**src/rtl/div_sched.sv**
```systemverilog
// -----------------------------------------------------------------------------
// div_sched
//
// Sequencer and two-port round-robin arbiter for a shared 8-bit by 4-bit
// restoring shift-subtract divider. Two requesters present operands on a level
// request line. The block grants one of them and runs NSTEP shift/compare/
// subtract iterations. It then pulses done together with the quotient,
// remainder and the id of the requester that was served.
//
// Ports
//   clk      in   1   rising-edge clock
//   rst_n    in   1   asynchronous active-low reset
//   req      in   2   level request, bit i = requester i
//   dvd0     in   8   dividend of requester 0
//   dvd1     in   8   dividend of requester 1
//   dvs0     in   4   divisor of requester 0
//   dvs1     in   4   divisor of requester 1
//   gnt      out  2   one-hot grant, high from capture through the DONE cycle
//   busy     out  1   high while in RUN or DONE
//   done     out  1   one-cycle completion pulse
//   done_id  out  1   requester served by the current/last result
//   quo      out  8   quotient, held until the next completion
//   rem      out  4   remainder, held until the next completion
//   div0     out  1   last result was a divide-by-zero
// -----------------------------------------------------------------------------
module div_sched #(
    parameter int NSTEP = 8
) (
    input  logic       clk,
    input  logic       rst_n,
    input  logic [1:0] req,
    input  logic [7:0] dvd0,
    input  logic [7:0] dvd1,
    input  logic [3:0] dvs0,
    input  logic [3:0] dvs1,
    output logic [1:0] gnt,
    output logic       busy,
    output logic       done,
    output logic       done_id,
    output logic [7:0] quo,
    output logic [3:0] rem,
    output logic       div0
);

    localparam int CW = $clog2(NSTEP + 1);

    typedef enum logic [1:0] {
        IDLE = 2'd0,
        RUN  = 2'd1,
        DONE = 2'd2
    } state_t;

    state_t       state_q;
    logic [CW-1:0] cnt_q;
    logic         lastId_q;

    // Working registers of the divider: partial remainder, shifting
    // dividend/quotient, and the captured divisor.
    logic [4:0]   workRem_q;
    logic [7:0]   workQuo_q;
    logic [3:0]   workDvs_q;

    // Registered outputs.
    logic [1:0]   gnt_q;
    logic         busy_q;
    logic         done_q;
    logic         doneId_q;
    logic [7:0]   quo_q;
    logic [3:0]   rem_q;
    logic         div0_q;

    // One iteration of the restoring divider.
    logic [4:0]   shifted;
    logic         fits;
    logic [4:0]   workRem_d;
    logic [7:0]   workQuo_d;

    // Arbitration and the operands of the winner.
    logic         winId;
    logic [7:0]   capDvd;
    logic [3:0]   capDvs;
    logic         lastStep;

    // The remainder is always below the divisor before a shift, so its top bit
    // stays zero in the register. It only gains meaning in the shifted value.
    logic         unusedRemMsb;
    assign unusedRemMsb = workRem_q[4];

    // The shift moves the dividend MSB into the remainder. If the divisor fits
    // into the shifted remainder, it is subtracted and a 1 enters the quotient.
    always_comb begin
        shifted   = {workRem_q[3:0], workQuo_q[7]};
        fits      = (shifted >= {1'b0, workDvs_q});
        workRem_d = shifted;
        workQuo_d = {workQuo_q[6:0], 1'b0};
        if (fits) begin
            workRem_d    = shifted - {1'b0, workDvs_q};
            workQuo_d[0] = 1'b1;
        end
    end

    // A lone requester wins outright. On a tie the requester not served last
    // time wins, so a permanently asserted pair alternates 0,1,0,1.
    always_comb begin
        winId  = req[1] & (~req[0] | ~lastId_q);
        capDvd = winId ? dvd1 : dvd0;
        capDvs = winId ? dvs1 : dvs0;
    end

    assign lastStep = (cnt_q == CW'(NSTEP - 1));

    // Sequencer FSM. Requests are only looked at in IDLE. Every output is
    // produced here so that there is no combinational path from req to them.
    // Results change only on the edge that enters DONE.
    always_ff @(posedge clk or negedge rst_n) begin
        if (!rst_n) begin
            state_q   <= IDLE;
            cnt_q     <= '0;
            lastId_q  <= 1'b1;
            workRem_q <= '0;
            workQuo_q <= '0;
            workDvs_q <= '0;
            gnt_q     <= 2'b00;
            busy_q    <= 1'b0;
            done_q    <= 1'b0;
            doneId_q  <= 1'b0;
            quo_q     <= '0;
            rem_q     <= '0;
            div0_q    <= 1'b0;
        end else begin
            done_q <= 1'b0;
            case (state_q)
                IDLE: begin
                    if (req != 2'b00) begin
                        lastId_q  <= winId;
                        gnt_q     <= winId ? 2'b10 : 2'b01;
                        busy_q    <= 1'b1;
                        workRem_q <= '0;
                        workQuo_q <= capDvd;
                        workDvs_q <= capDvs;
                        cnt_q     <= '0;
                        if (capDvs == 4'd0) begin
                            // Divide by zero skips the iterations entirely.
                            state_q  <= DONE;
                            done_q   <= 1'b1;
                            quo_q    <= 8'hFF;
                            rem_q    <= 4'h0;
                            div0_q   <= 1'b1;
                            doneId_q <= winId;
                        end else begin
                            state_q <= RUN;
                        end
                    end
                end
                RUN: begin
                    workRem_q <= workRem_d;
                    workQuo_q <= workQuo_d;
                    cnt_q     <= cnt_q + CW'(1);
                    if (lastStep) begin
                        state_q  <= DONE;
                        done_q   <= 1'b1;
                        quo_q    <= workQuo_d;
                        rem_q    <= workRem_d[3:0];
                        div0_q   <= 1'b0;
                        doneId_q <= lastId_q;
                    end
                end
                DONE: begin
                    state_q <= IDLE;
                    gnt_q   <= 2'b00;
                    busy_q  <= 1'b0;
                end
                default: begin
                    state_q <= IDLE;
                    gnt_q   <= 2'b00;
                    busy_q  <= 1'b0;
                end
            endcase
        end
    end

    assign gnt     = gnt_q;
    assign busy    = busy_q;
    assign done    = done_q;
    assign done_id = doneId_q;
    assign quo     = quo_q;
    assign rem     = rem_q;
    assign div0    = div0_q;

endmodule
```
**config.mk**
```make
export PLATFORM = sky130hd
export DESIGN_NAME = div_sched
export DESIGN_NICKNAME = d
export VERILOG_FILES = /design/src/rtl/div_sched.sv
export SDC_FILE = /design/constraint.sdc
export NUM_CORES = 1
export LEC_CHECK = 0
export CORE_ASPECT_RATIO = 0.8
export CORE_MARGIN = 2
export CORE_UTILIZATION = 52
export CTS_BUF_LIST = sky130_fd_sc_hd__clkbuf_2
export CTS_CLUSTER_SIZE = 28
export DETAILED_ROUTE_END_ITERATION = 7
export MAX_ROUTING_LAYER = met4
export PLACE_DENSITY = 0.85
export SLEW_MARGIN = 20
export SYNTH_ARGS = -nofsm -noshare
export SYNTH_HDL_FRONTEND = slang
export SYNTH_SLANG_ARGS = --single-unit
```
**constraint.sdc**
```tcl
create_clock -name clk -period 2.34 [get_ports clk]
set_input_delay 0.234 -clock clk [delete_from_list [all_inputs] [get_ports clk]]
set_output_delay 0.234 -clock clk [all_outputs]
set_load 0.005 [all_outputs]
```
==> load_flow_metrics.sql, run 1 <==
INSERT INTO impl_metrics (metric_group, metric, value, unit) VALUES
('sta', 'achievable-frequency', '0.522', 'GHz'),
('synthesis', 'synthesis.nets', '249', ''),
('synthesis', 'syn-cell-area', '2090', 'µm²'),
('sta', 'rsz_0062_raised_after_global_routing', 'false', ''),
('synthesis', 'post_synth.cell_area_avg', '9.72', 'µm²'),
('floorplan', 'placementRows', '20', ''),
('sta', 'min_period_over_period', '81.9', '%'),
('floorplan', 'die-height', '60.7', 'µm'),
('placed_design', 'post_place_cell_area', '2590', 'µm²'),
('layout', 'drive_above_1_share', '12.1', '%'),
('min_path', 'hp-start', 'dvs1[1]', ''),
('clocking', 'postCtsSetupBuffers', '0', ''),
('routing', 'detail_route.iter0.violations', '115', ''),
('routing', 'vias_per_cell', '5.51', ''),
('routing', 'avgRoutedWirePerCell', '15.0', 'µm'),
('worst_setup_path', 'data_arrival_critical_path', '2.26', 'ns'),
('flow_run', 'max_cap_viol_count', '0', ''),
('floorplan', 'floorplan.initialDensity', '54.6', '%'),
('power', 'power_switching_share', '40.6', '%'),
('synthesis', 'yosys_warnings', '0', ''),
('worst_setup_path', 'max_stage_delay', '0.48', 'ns'),
('sta', 'timing_hold_violations_final', '0', ''),
('routing', 'routed_wirelength', '4800', 'µm'),
('clocking', 'h-tree-depth', '2', ''),
('global_routing', 'first_global_vias', '1678', ''),
('global_routing', 'grt_start_max_net_pins', '42', ''),
('synthesis', 'count_of_mapped_cells_out_of_synthesis', '215', ''),
('placed_design', 'port-buffer-count', '45', ''),
('power', 'p_comb_share', '52.2', '%'),
('power', 'power.internal', '2000', 'µW'),
('routing', 'ant_nets', '0', ''),
('clocking', 'cts-root-buf', 'sky130_fd_sc_hd__clkbuf_2', ''),
('layout', 'final-instance-count-excl-fill', '320', ''),
('layout', 'design_area', '2640', 'µm²'),
('power', 'report.power.total', '3370', 'µW'),
('worst_setup_path', 'rr_startpoint', 'workDvs_q[1]', ''),
('power', 'netSwitchingPower', '1370', 'µW'),
('floorplan', 'ios', '46', ''),
('sta', 'tns', '0', 'ns'),
('worst_setup_path', 'crit_path_end_kind', 'register', ''),
('placed_design', 'place_ws', '0.313', 'ns'),
('outcome', 'run_status', 'finished clean', ''),
('worst_setup_path', 'timing.critical_path.from', 'workDvs_q[1]', ''),
('routing', 'detailedRoute.firstPassIterationCount', '4', ''),
('worst_setup_path', 'crit_required', '2.69', 'ns'),
('power', 'power.share.sequential', '39.2', '%'),
('placed_design', 'finalWeightedCongestion', '0.875', ''),
('clocking', 'cts_buffers', '5', ''),
('sta', 'setup_viol', '0', ''),
('synthesis', 'post_synth_edffs', '0', ''),
('sta', 'worst_slack', '0.424', 'ns'),
('layout', 'syn_to_final_growth', '26.0', '%'),
('worst_setup_path', 'critPathMaxFanout', '6', ''),
('synthesis', 'synth.yosys.seq_area_share', '49.1', '%'),
('placed_design', 'dp_hpwl', '3620', 'µm'),
('sta', 'timing.slew.headroom', '41.3', '%'),
('worst_setup_path', 'crit_path_cell_chain', 'inv_1, ha_1, and3b_1, o21a_1, a2111oi_2, mux2_1', ''),
('power', 'power.ir.vdd_worst', '0.763', 'mV'),
('synthesis', 'synth_cell_types', '46', ''),
('global_routing', 'antenna_found_initial', '0', ''),
('worst_setup_path', 'start_kind', 'register', ''),
('synthesis', 'synthFlopType', 'sky130_fd_sc_hd__dfrtp_1', ''),
('global_routing', 'grt_remaining_overflow', '0', ''),
('clocking', 'cts-root-to-sink-buffers', '2', ''),
('power', 'share_clk_of_total_power', '8.6', '%'),
('synthesis', 'ys_async_sr_fraction', '100', '%'),
('placed_design', 'dpl.cell_count', '311', ''),
('layout', 'nFillCells', '322', ''),
('power', 'leakagePower', '0.00112', 'µW'),
('floorplan', 'design.core.area', '3830', 'µm²'),
('floorplan', 'fp.dieArea', '4550', 'µm²');
-- worst max-delay path: cells and delay by family, from the launching register on --
family                     cells  cell delay [ns]
DFF                            1             0.48
adders and majority gates      1             0.29
and+or+nand+nor                1             0.19
buffers and inverters          1             0.07
muxes                          1             0.19
AOI/OAI and AO/OA              2             0.66
-- cells in the mapped netlist (2+ instances only) --
library cell	number	area (µm²)
sky130_fd_sc_hd__nand3_1	9	45.0
sky130_fd_sc_hd__o21ai_0	11	55.1
sky130_fd_sc_hd__inv_1	11	41.3
sky130_fd_sc_hd__nor3_1	4	20.0
sky130_fd_sc_hd__nor4_1	2	12.5
sky130_fd_sc_hd__a31oi_1	6	37.5
sky130_fd_sc_hd__buf_2	6	30.0
sky130_fd_sc_hd__a21oi_1	14	70.1
sky130_fd_sc_hd__o221a_2	7	78.8
sky130_fd_sc_hd__a21boi_0	2	15.0
sky130_fd_sc_hd__buf_6	2	22.5
sky130_fd_sc_hd__a21o_1	2	15.0
sky130_fd_sc_hd__nand2b_1	3	18.8
sky130_fd_sc_hd__nand4_1	3	18.8
sky130_fd_sc_hd__nand2_1	28	105
sky130_fd_sc_hd__o32ai_2	2	32.5
sky130_fd_sc_hd__ha_1	5	62.6
sky130_fd_sc_hd__nor2_1	29	109
sky130_fd_sc_hd__dfrtp_1	40	1000
sky130_fd_sc_hd__o31ai_1	3	22.5
-- final cells by class --
cell class,count,area [µm²],area share (%)
multi-input cells,154,967,36.7
clock inverters,3,12.5,0.475
well taps,55,68.8,2.61
repair buffers,51,493,18.7
inverters,11,41.3,1.57
clock buffers,5,25.0,0.950
flip-flops and latches,41,1030,39.0
-- power groups by stage --
| stage | Combinational [µW] | Clock (µW) | Sequential (µW) |
|---|---|---|---|
| final | 1760 | 290 | 1320 |
| after global routing | 1970 | 326 | 1370 |
| after CTS | 1770 | 295 | 1320 |
| after detailed placement | 1760 | 0 | 1330 |
| after global placement | 1710 | 0 | 1320 |
| after floorplan | 1160 | 0 | 1280 |
-- placed cells by master (no fill, tap or decap), types with 2 or more instances in the layout --
master and n:
sky130_fd_sc_hd__clkinv_1 2, sky130_fd_sc_hd__o32ai_2 2, sky130_fd_sc_hd__nand3_1 9, sky130_fd_sc_hd__clkdlybuf4s50_1 44, sky130_fd_sc_hd__o21ai_0 11, sky130_fd_sc_hd__dfrtp_1 40, sky130_fd_sc_hd__o221a_2 7, sky130_fd_sc_hd__o31ai_1 3
sky130_fd_sc_hd__clkbuf_2 5, sky130_fd_sc_hd__nor2_1 29, sky130_fd_sc_hd__a21oi_1 14, sky130_fd_sc_hd__a31oi_1 6, sky130_fd_sc_hd__inv_1 11, sky130_fd_sc_hd__a21boi_0 2, sky130_fd_sc_hd__ha_1 5, sky130_fd_sc_hd__buf_4 5
sky130_fd_sc_hd__nand2b_1 3, sky130_fd_sc_hd__nor3_1 3, sky130_fd_sc_hd__a21o_1 2, sky130_fd_sc_hd__nand4_1 3, sky130_fd_sc_hd__nand2_1 28, sky130_fd_sc_hd__nor4_1 2
-- path summary, 6_finish.rpt --
path	to	cells past startpoint	slack, ns
max	rem[3]	6	0.42
min	workDvs_q[1]	3	0.42
max reg2reg	rem[3]	6	0.42
min reg2reg	cnt_q[3]	1	0.50
max in group asynchronous	workQuo_q[7]	2	1.33
min in group asynchronous	rem[3]	2	0.47
-- repair_timing --
action / CTS / global route
endpoints found under the hold margin: 40 / 0
hold buffers: 1 / 0
resized for setup: 0 / 0
-- sequential cells by signal, indices dropped and copies added, names as in the netlist --
signal and flops:
workQuo_q 8, state_q 2, div0 1, done 1, gnt 2, busy 1, workDvs_q 4, workRem_q 4
cnt_q 4, done_id 1, rem 4, quo 8, lastId_q 1
-- cells by family (layout without fill, tap and decap cells) --
family,count (synthesis),in the layout,share of synthesized area [%]
AO/OA/AOI/OAI,58,58,21.4
flip-flops,41,41,49.1
XOR/XNOR,1,1,0.419
multiplexers,3,3,1.68
AND/OR/NAND/NOR,86,86,18.6
adder cells (fa/ha/maj),6,6,3.95
buffers and inverters,20,70,4.85
-- stage by stage --
step	hold WS, ns	utilization (%)
2_1_floorplan	-0.0616	-
3_3_place_gp	0.394	67.6
3_5_place_dp	0.397	67.6
4_1_cts	0.403	68.8
5_1_grt	0.408	68.8
6_report	0.420	68.8
-- per-layer routing --
| layer | part of all wire, % | track usage (%) | routed length, µm |
|---|---|---|---|
| met2 | 46 | 35.5 | 2190 |
| met3 | 6.2 | 4.98 | 300 |
| met5 | 0 | - | 0 |
| met4 | 1.5 | 9.18 | 72 |
| met1 | 47 | 33.7 | 2230 |
Note: power is estimated with default switching activity, not from simulation.
==> run 2, diff against run 1 <==
--- a/config.mk
+++ b/config.mk
@@ -7,12 +7,12 @@
 export LEC_CHECK = 0
 export CORE_ASPECT_RATIO = 0.8
 export CORE_MARGIN = 2
-export CORE_UTILIZATION = 52
+export CORE_UTILIZATION = 47
 export CTS_BUF_LIST = sky130_fd_sc_hd__clkbuf_2
 export CTS_CLUSTER_SIZE = 28
 export DETAILED_ROUTE_END_ITERATION = 7
 export MAX_ROUTING_LAYER = met4
-export PLACE_DENSITY = 0.85
+export PLACE_DENSITY = 0.81
 export SLEW_MARGIN = 20
 export SYNTH_ARGS = -nofsm -noshare
 export SYNTH_HDL_FRONTEND = slang
==> constraint.sdc (replaced) <==
create_clock -name clk -period 1.6 [get_ports clk]
set_input_delay 0.16 -clock clk [delete_from_list [all_inputs] [get_ports clk]]
set_output_delay 0.16 -clock clk [all_outputs]
set_load 0.005 [all_outputs]
==> load_flow_metrics.sql, run 2 (synthesized netlist as in run 1, its figures left out) <==
INSERT INTO impl_metrics (metric_group, metric, value, unit) VALUES
('routing', 'routed_wirelength', '5600', 'µm'),
('floorplan', 'die-height', '63.7', 'µm'),
('worst_setup_path', 'start_kind', 'register', ''),
('global_routing', 'grt_start_max_net_pins', '22', ''),
('layout', 'drive_above_1_share', '32.5', '%'),
('min_path', 'hp-class', 'in -> async', ''),
('placed_design', 'dpl.cell_count', '345', ''),
('power', 'power.ir.vdd_worst', '0.986', 'mV'),
('routing', 'vias_per_cell', '5.40', ''),
('sta', 'min_period_over_period', '109', '%'),
('sta', 'rsz_0062_raised_after_global_routing', 'true', ''),
('worst_setup_path', 'data_arrival_critical_path', '2.10', 'ns'),
('power', 'leakagePower', '0.00134', 'µW'),
('worst_setup_path', 'critPathMaxFanout', '6', ''),
('floorplan', 'floorplan.initialDensity', '49.4', '%'),
('layout', 'highest_count_cells_in_the_layout_ignoring_fill_and_taps', 'sky130_fd_sc_hd__clkdlybuf4s50_1, sky130_fd_sc_hd__dfrtp_1, sky130_fd_sc_hd__buf_4', ''),
('layout', 'mostFrequentLayoutCell', 'sky130_fd_sc_hd__clkdlybuf4s50_1', ''),
('sta', 'finalWorstPathRequiredPeriod', '1.75', 'ns'),
('clocking', 'cts-root-to-sink-buffers', '2', ''),
('global_routing', 'first_global_vias', '1862', ''),
('worst_setup_path', 'crit_path_end_kind', 'register', ''),
('flow_run', 'max_cap_viol_count', '0', ''),
('sta', 'tns', '-0.585', 'ns'),
('layout', 'design.final.nets', '335', ''),
('sta', 'timing_worst_slew_pin_value', '0.427', 'ns'),
('routing', 'remaining_drc_errors', '0', ''),
('outcome', 'run_status', 'complete, but fails checks', ''),
('clocking', 'h-tree-depth', '2', ''),
('routing', 'ant_nets', '0', ''),
('global_routing', 'grt_remaining_overflow', '0', ''),
('routing', 'detailedRoute.firstPassIterationCount', '4', ''),
('worst_setup_path', 'crit_required', '1.95', 'ns'),
('clocking', 'tritoncts', 'done', ''),
('placed_design', 'port-buffer-count', '45', ''),
('sta', 'timing_hold_violations_final', '0', ''),
('floorplan', 'die_x', '78.6', 'µm'),
('floorplan', 'fp.dieArea', '5000', 'µm²'),
('clocking', 'worst_skew_pair.late_latency', '0.41', 'ns'),
('routing', 'detailroute.via_count', '1938', ''),
('sta', 'clock-skew-final', '0.0181', 'ns'),
('floorplan', 'design.core.area', '4230', 'µm²'),
('clocking', 'cts.sink_count', '41', ''),
('power', 'power_density', '2040', 'nW/µm²'),
('sta', 'setup_viol', '10', ''),
('global_routing', 'first_pass_grt_wire_length', '9030', 'µm'),
('worst_setup_path', 'crit_path_cell_chain', 'ha_4, and3b_2, o21a_4, a2111oi_4, mux2_4', ''),
('worst_setup_path', 'rrSetupSlack', '-0.15', 'ns'),
('outcome', 'violations', 'setup timing', ''),
('clocking', 'cts_buffers', '5', ''),
('worst_setup_path', 'critPathSlowestCell', 'sky130_fd_sc_hd__dfrtp_1', ''),
('clocking', 'cts-root-buf', 'sky130_fd_sc_hd__clkbuf_2', ''),
('routing', 'detail_route.iter0.violations', '68', ''),
('sta', 'timing.slew.headroom', '71.3', '%'),
('worst_setup_path', 'max_stage_delay', '0.46', 'ns'),
('layout', 'syn_to_final_growth', '48.9', '%'),
('placed_design', 'dp_hpwl', '3990', 'µm'),
('sta', 'worst_slack', '-0.151', 'ns'),
('global_routing', 'antenna_found_initial', '0', ''),
('routing', 'avgRoutedWirePerCell', '15.6', 'µm'),
('floorplan', 'placementRows', '21', ''),
('layout', 'antenna-diode-count', '0', ''),
('sta', 'achievable-frequency', '0.571', 'GHz'),
('layout', 'final-instance-count-excl-fill', '359', ''),
('worst_setup_path', 'critical_path_class', 'reg -> reg', ''),
('clocking', 'path_clk_slew', '0.21', 'ns'),
('global_routing', 'total_grt_usage', '24.1', '%'),
('sta', 'drv_slew', '0', ''),
('floorplan', 'ios', '46', ''),
('placed_design', 'finalWeightedCongestion', '0.816', '');
==> run 2: cell types whose count changed in the layout (fill, tap and decap cells not counted), moves of 2 or more <==
cell and change:
sky130_fd_sc_hd__buf_4 +35, sky130_fd_sc_hd__ha_1 -5, sky130_fd_sc_hd__ha_4 +4, sky130_fd_sc_hd__inv_1 -3, sky130_fd_sc_hd__inv_2 +3, sky130_fd_sc_hd__nor3_1 -3
sky130_fd_sc_hd__a21boi_0 -2, sky130_fd_sc_hd__buf_12 +2, sky130_fd_sc_hd__clkinv_1 -2, sky130_fd_sc_hd__nor2_1 -2, sky130_fd_sc_hd__nor2_2 +2, sky130_fd_sc_hd__nor3_2 +2
==> run 2: power breakdown <==
part | internal, µW | switching, µW | total [µW] | leakage (µW)
logic | 2120 | 1850 | 3980 | 0.000833
registers | 1540 | 377 | 1920 | 0.000472
clock network | 110 | 343 | 453 | 0.0000327
==> run 2: per-stage QoR <==
step / hold WS (ns) / area [µm²] / util, % / power [µW] / setup slack [ns]
floorplan: -0.136 / 2120 / - / 3660 / 0.00380
global placement: 0.0776 / 2890 / 68.2 / 5020 / -0.238
detailed placement: 0.0813 / 2890 / 68.2 / 5130 / -0.286
CTS: 0.147 / 3030 / 71.5 / 5980 / -0.115
global route: 0.156 / 3110 / 73.6 / 6790 / -0.170
finish: 0.148 / 3110 / 73.6 / 6340 / -0.151
==> run 2: timing repair <==
item,4_1_cts,5_1_grt
setup endpoints to repair,10,13
buffers inserted,1,5
hold endpoints to repair,40,0
gates resized for setup,22,12
hold buffers,1,0
pin swaps,10,4
==> run 2: final cells by class <==
| type | instances | area (µm²) |
|---|---|---|
| repair buffers | 88 | 796 |
| clock inverters | 2 | 10.0 |
| fillers | 320 | 1120 |
| flip-flops and latches | 41 | 1030 |
| inverters | 11 | 41.3 |
| clock buffers | 6 | 30.0 |
| multi-input cells | 154 | 1140 |
| well taps | 57 | 71.3 |
==> run 2: layer usage <==
| metal | track usage (%) | wire [µm] |
|---|---|---|
| met1 | 32.8 | 2530 |
| met2 | 36.9 | 2740 |
| met3 | 4.44 | 240 |
| met4 | 7.46 | 86 |
| met5 | - | 0 |
==> run 2: worst paths after layout <==
kind / startpoint / endpoint / cells past startpoint
worst max-delay path: workRem_q[1] / rem[3] / 5
worst min-delay path: rst_n / workRem_q[0] / 2
worst max register to register: workRem_q[1] / rem[3] / 5
worst min register to register: cnt_q[3] / cnt_q[3] / 1
max in group asynchronous: rst_n / lastId_q / 3
min in group clk: dvs1[2] / workDvs_q[2] / 3
==> run 2: worst max-delay path, delay by kind of cell, from the launching register on <==
kind | cells | cell delay (ns)
AO/OA/AOI/OAI | 2 | 0.51
AND/OR/NAND/NOR | 1 | 0.26
flip-flops | 1 | 0.46
adder cells (fa/ha/maj) | 1 | 0.27
multiplexers | 1 | 0.21
==> run 3, diff against run 2 <==
--- a/config.mk
+++ b/config.mk
@@ -13,7 +13,8 @@
 export DETAILED_ROUTE_END_ITERATION = 7
 export MAX_ROUTING_LAYER = met4
 export PLACE_DENSITY = 0.81
-export SLEW_MARGIN = 20
+export SETUP_SLACK_MARGIN = 0.4
+export SLEW_MARGIN = 30
 export SYNTH_ARGS = -nofsm -noshare
 export SYNTH_HDL_FRONTEND = slang
 export SYNTH_SLANG_ARGS = --single-unit
==> load_flow_metrics.sql, run 3 (synthesized netlist as in run 1, its figures left out) <==
INSERT INTO impl_metrics (metric_group, metric, value, unit) VALUES
('floorplan', 'die-height', '63.7', 'µm'),
('placed_design', 'finalWeightedCongestion', '0.834', ''),
('layout', 'highest_count_cells_in_the_layout_ignoring_fill_and_taps', 'sky130_fd_sc_hd__buf_4, sky130_fd_sc_hd__dfrtp_1, sky130_fd_sc_hd__clkdlybuf4s50_1', ''),
('worst_setup_path', 'crit_path_end_kind', 'register', ''),
('power', 'power_switching_share', '41.4', '%'),
('floorplan', 'design.core.area', '4230', 'µm²'),
('layout', 'nFillCells', '228', ''),
('sta', 'rsz_0062_raised_after_global_routing', 'true', ''),
('clocking', 'cts.sink_count', '41', ''),
('flow_run', 'max_cap_viol_count', '0', ''),
('power', 'power_density', '2130', 'nW/µm²'),
('layout', 'syn_to_final_growth', '69.7', '%'),
('worst_setup_path', 'max_stage_delay', '0.45', 'ns'),
('sta', 'clock-skew-final', '0.0335', 'ns'),
('worst_setup_path', 'critPathSlowestCell', 'sky130_fd_sc_hd__dfrtp_1', ''),
('sta', 'timing_hold_violations_final', '0', ''),
('power', 'power.internal', '4420', 'µW'),
('floorplan', 'placementRows', '21', ''),
('power', 'netSwitchingPower', '3120', 'µW'),
('worst_setup_path', 'critPathMaxFanout', '6', ''),
('clocking', 'worst_skew_pair.late_latency', '0.45', 'ns'),
('routing', 'detailroute.via_count', '2170', ''),
('floorplan', 'die_x', '78.6', 'µm'),
('clocking', 'cts_buffers', '5', ''),
('floorplan', 'ios', '46', ''),
('sta', 'finalWorstPathRequiredPeriod', '1.73', 'ns'),
('routing', 'detail_route.iter0.violations', '136', ''),
('clocking', 'path_clk_slew', '0.26', 'ns'),
('placed_design', 'dp_hpwl', '4140', 'µm'),
('clocking', 'cts-root-buf', 'sky130_fd_sc_hd__clkbuf_2', ''),
('layout', 'drive_above_1_share', '55.0', '%'),
('worst_setup_path', 'rr_startpoint', 'workDvs_q[2]', ''),
('sta', 'achievable-frequency', '0.579', 'GHz'),
('worst_setup_path', 'critical_path_class', 'reg -> reg', ''),
('global_routing', 'antenna_found_initial', '0', ''),
('global_routing', 'first_global_vias', '2046', ''),
('floorplan', 'fp.dieArea', '5000', 'µm²'),
('layout', 'design.final.nets', '360', ''),
('global_routing', 'grt_remaining_overflow', '0', ''),
('layout', 'final_util', '83.9', '%'),
('worst_setup_path', 'r2r_end', 'rem[3]', ''),
('layout', 'mostFrequentLayoutCell', 'sky130_fd_sc_hd__buf_4', ''),
('outcome', 'violations', 'setup timing', ''),
('worst_setup_path', 'start_kind', 'register', ''),
('routing', 'avgRoutedWirePerCell', '18.4', 'µm'),
('sta', 'worst_slack', '-0.127', 'ns'),
('sta', 'min_period_over_period', '108', '%'),
('power', 'power.share.sequential', '26.2', '%'),
('worst_setup_path', 'path_depth_of_the_worst_reg2reg_path', '6', ''),
('routing', 'detailedRoute.firstPassIterationCount', '5', ''),
('routing', 'ant_nets', '0', ''),
('sta', 'timing_worst_slew_pin_value', '0.358', 'ns'),
('clocking', 'tritoncts', 'done', ''),
('global_routing', 'first_pass_grt_wire_length', '10000', 'µm'),
('floorplan', 'floorplan.initialDensity', '49.4', '%'),
('layout', 'antenna-diode-count', '0', ''),
('outcome', 'run_status', 'complete, but fails checks', ''),
('routing', 'remaining_drc_errors', '0', ''),
('power', 'share_clk_of_total_power', '8.8', '%'),
('routing', 'vias_per_cell', '5.65', ''),
('global_routing', 'total_grt_usage', '27.4', '%'),
('power', 'power.ir.vdd_worst', '1.16', 'mV'),
('worst_setup_path', 'data_arrival_critical_path', '2.15', 'ns'),
('power', 'leakagePower', '0.00155', 'µW'),
('placed_design', 'port-buffer-count', '45', ''),
('worst_setup_path', 'crit_path_cell_chain', 'inv_2, ha_4, and3b_2, o21a_4, a2111oi_4, mux2_4', ''),
('clocking', 'cts-root-to-sink-buffers', '2', ''),
('sta', 'timing.slew.headroom', '75.9', '%'),
('worst_setup_path', 'rrSetupSlack', '-0.13', 'ns'),
('placed_design', 'post_place_cell_area', '2990', 'µm²'),
('min_path', 'hp-class', 'in -> async', ''),
('power', 'p_comb_share', '65.0', '%'),
('layout', 'design_area', '3550', 'µm²'),
('worst_setup_path', 'crit_required', '2.03', 'ns'),
('clocking', 'h-tree-depth', '2', ''),
('routing', 'routed_wirelength', '7060', 'µm'),
('sta', 'setup_viol', '10', ''),
('sta', 'drv_slew', '0', ''),
('global_routing', 'grt_start_max_net_pins', '16', '');
-- run 3: changes by cell type in the layout (fill, tap and decap cells not counted), moves of 6 or more --
cell and delta:
sky130_fd_sc_hd__a21oi_1 -10, sky130_fd_sc_hd__a21oi_2 +9, sky130_fd_sc_hd__buf_2 +18, sky130_fd_sc_hd__buf_4 +6, sky130_fd_sc_hd__buf_6 +20, sky130_fd_sc_hd__clkdlybuf4s50_1 -18, sky130_fd_sc_hd__nand3_1 -6, sky130_fd_sc_hd__nand3_2 +6
sky130_fd_sc_hd__nor2_1 -8, sky130_fd_sc_hd__o21ai_0 -9, sky130_fd_sc_hd__o21ai_2 +7
-- run 3: stage by stage --
stage	cells	TNS, ns	power, µW	hold slack (ns)	setup slack, ns
finish	384	-0.820	7540	0.0900	-0.127
CTS	369	-0.828	6470	0.104	-0.141
floorplan	215	0	3880	-0.136	0.00380
global route	384	-1.51	7980	0.124	-0.204
global placement	350	-2.44	5220	0.0821	-0.216
detailed placement	350	-3.39	5370	0.0871	-0.241
-- run 3: what timing repair did --
item / 4_1_cts / 5_1_grt
pin swaps: 7 / 12
cloned: 0 / 0
setup endpoints to repair: 57 / 52
hold buffers: 1 / 0
resized for setup: 99 / 71
buffers inserted: 10 / 15
hold endpoints to repair: 41 / 0
-- run 3: cell type report --
| class | count | area (µm²) | area share, % |
|---|---|---|---|
| clock inverter | 3 | 46.3 | 1.31 |
| inverter | 11 | 41.3 | 1.16 |
| timing repair buffer | 113 | 956 | 26.9 |
| tap | 57 | 71.3 | 2.01 |
| clock buffer | 5 | 25.0 | 0.705 |
| sequential | 41 | 1030 | 29.0 |
| multi-input combinational | 154 | 1380 | 38.8 |
-- run 3: power by group through the flow --
stage	clock [µW]	combinational [µW]	sequential, µW
6_report	666	4900	1980
2_1_floorplan	0	1960	1910
3_3_place_gp	0	3320	1900
5_1_grt	714	5250	2020
3_5_place_dp	0	3470	1910
4_1_cts	656	3920	1890
-- run 3: how the worst max path moves through the flow --
stage | from | to | slack [ns] | depth (start not counted)
floorplan | workRem_q[0] | rem[3] | 0.004 | 5
global placement | dvs1[0] | rem[3] | -0.22 | 6
detailed placement | dvs1[0] | rem[3] | -0.24 | 6
CTS | workRem_q[0] | rem[3] | -0.14 | 6
global route | workDvs_q[1] | rem[1] | -0.20 | 9
finish | workDvs_q[2] | rem[3] | -0.13 | 6
-- run 3: critical path: cells and delay by family, from the launching register on --
family,cells,cell delay [ns]
flip-flops,1,0.45
AO/OA/AOI/OAI,2,0.50
buffers and inverters,1,0.07
adder cells (fa/ha/maj),1,0.21
AND/OR/NAND/NOR,1,0.26
multiplexers,1,0.20
-- run 3: metal layers --
| layer | GRT usage (%) | vias to the layer above | wire [µm] |
|---|---|---|---|
| met5 | - | - | 0 |
| met4 | 11.2 | 0 | 127 |
| met3 | 5.30 | 13 | 282 |
| met2 | 42.4 | 57 | 3580 |
| met1 | 35.7 | 1107 | 3060 |
| li1 | - | 993 | - |
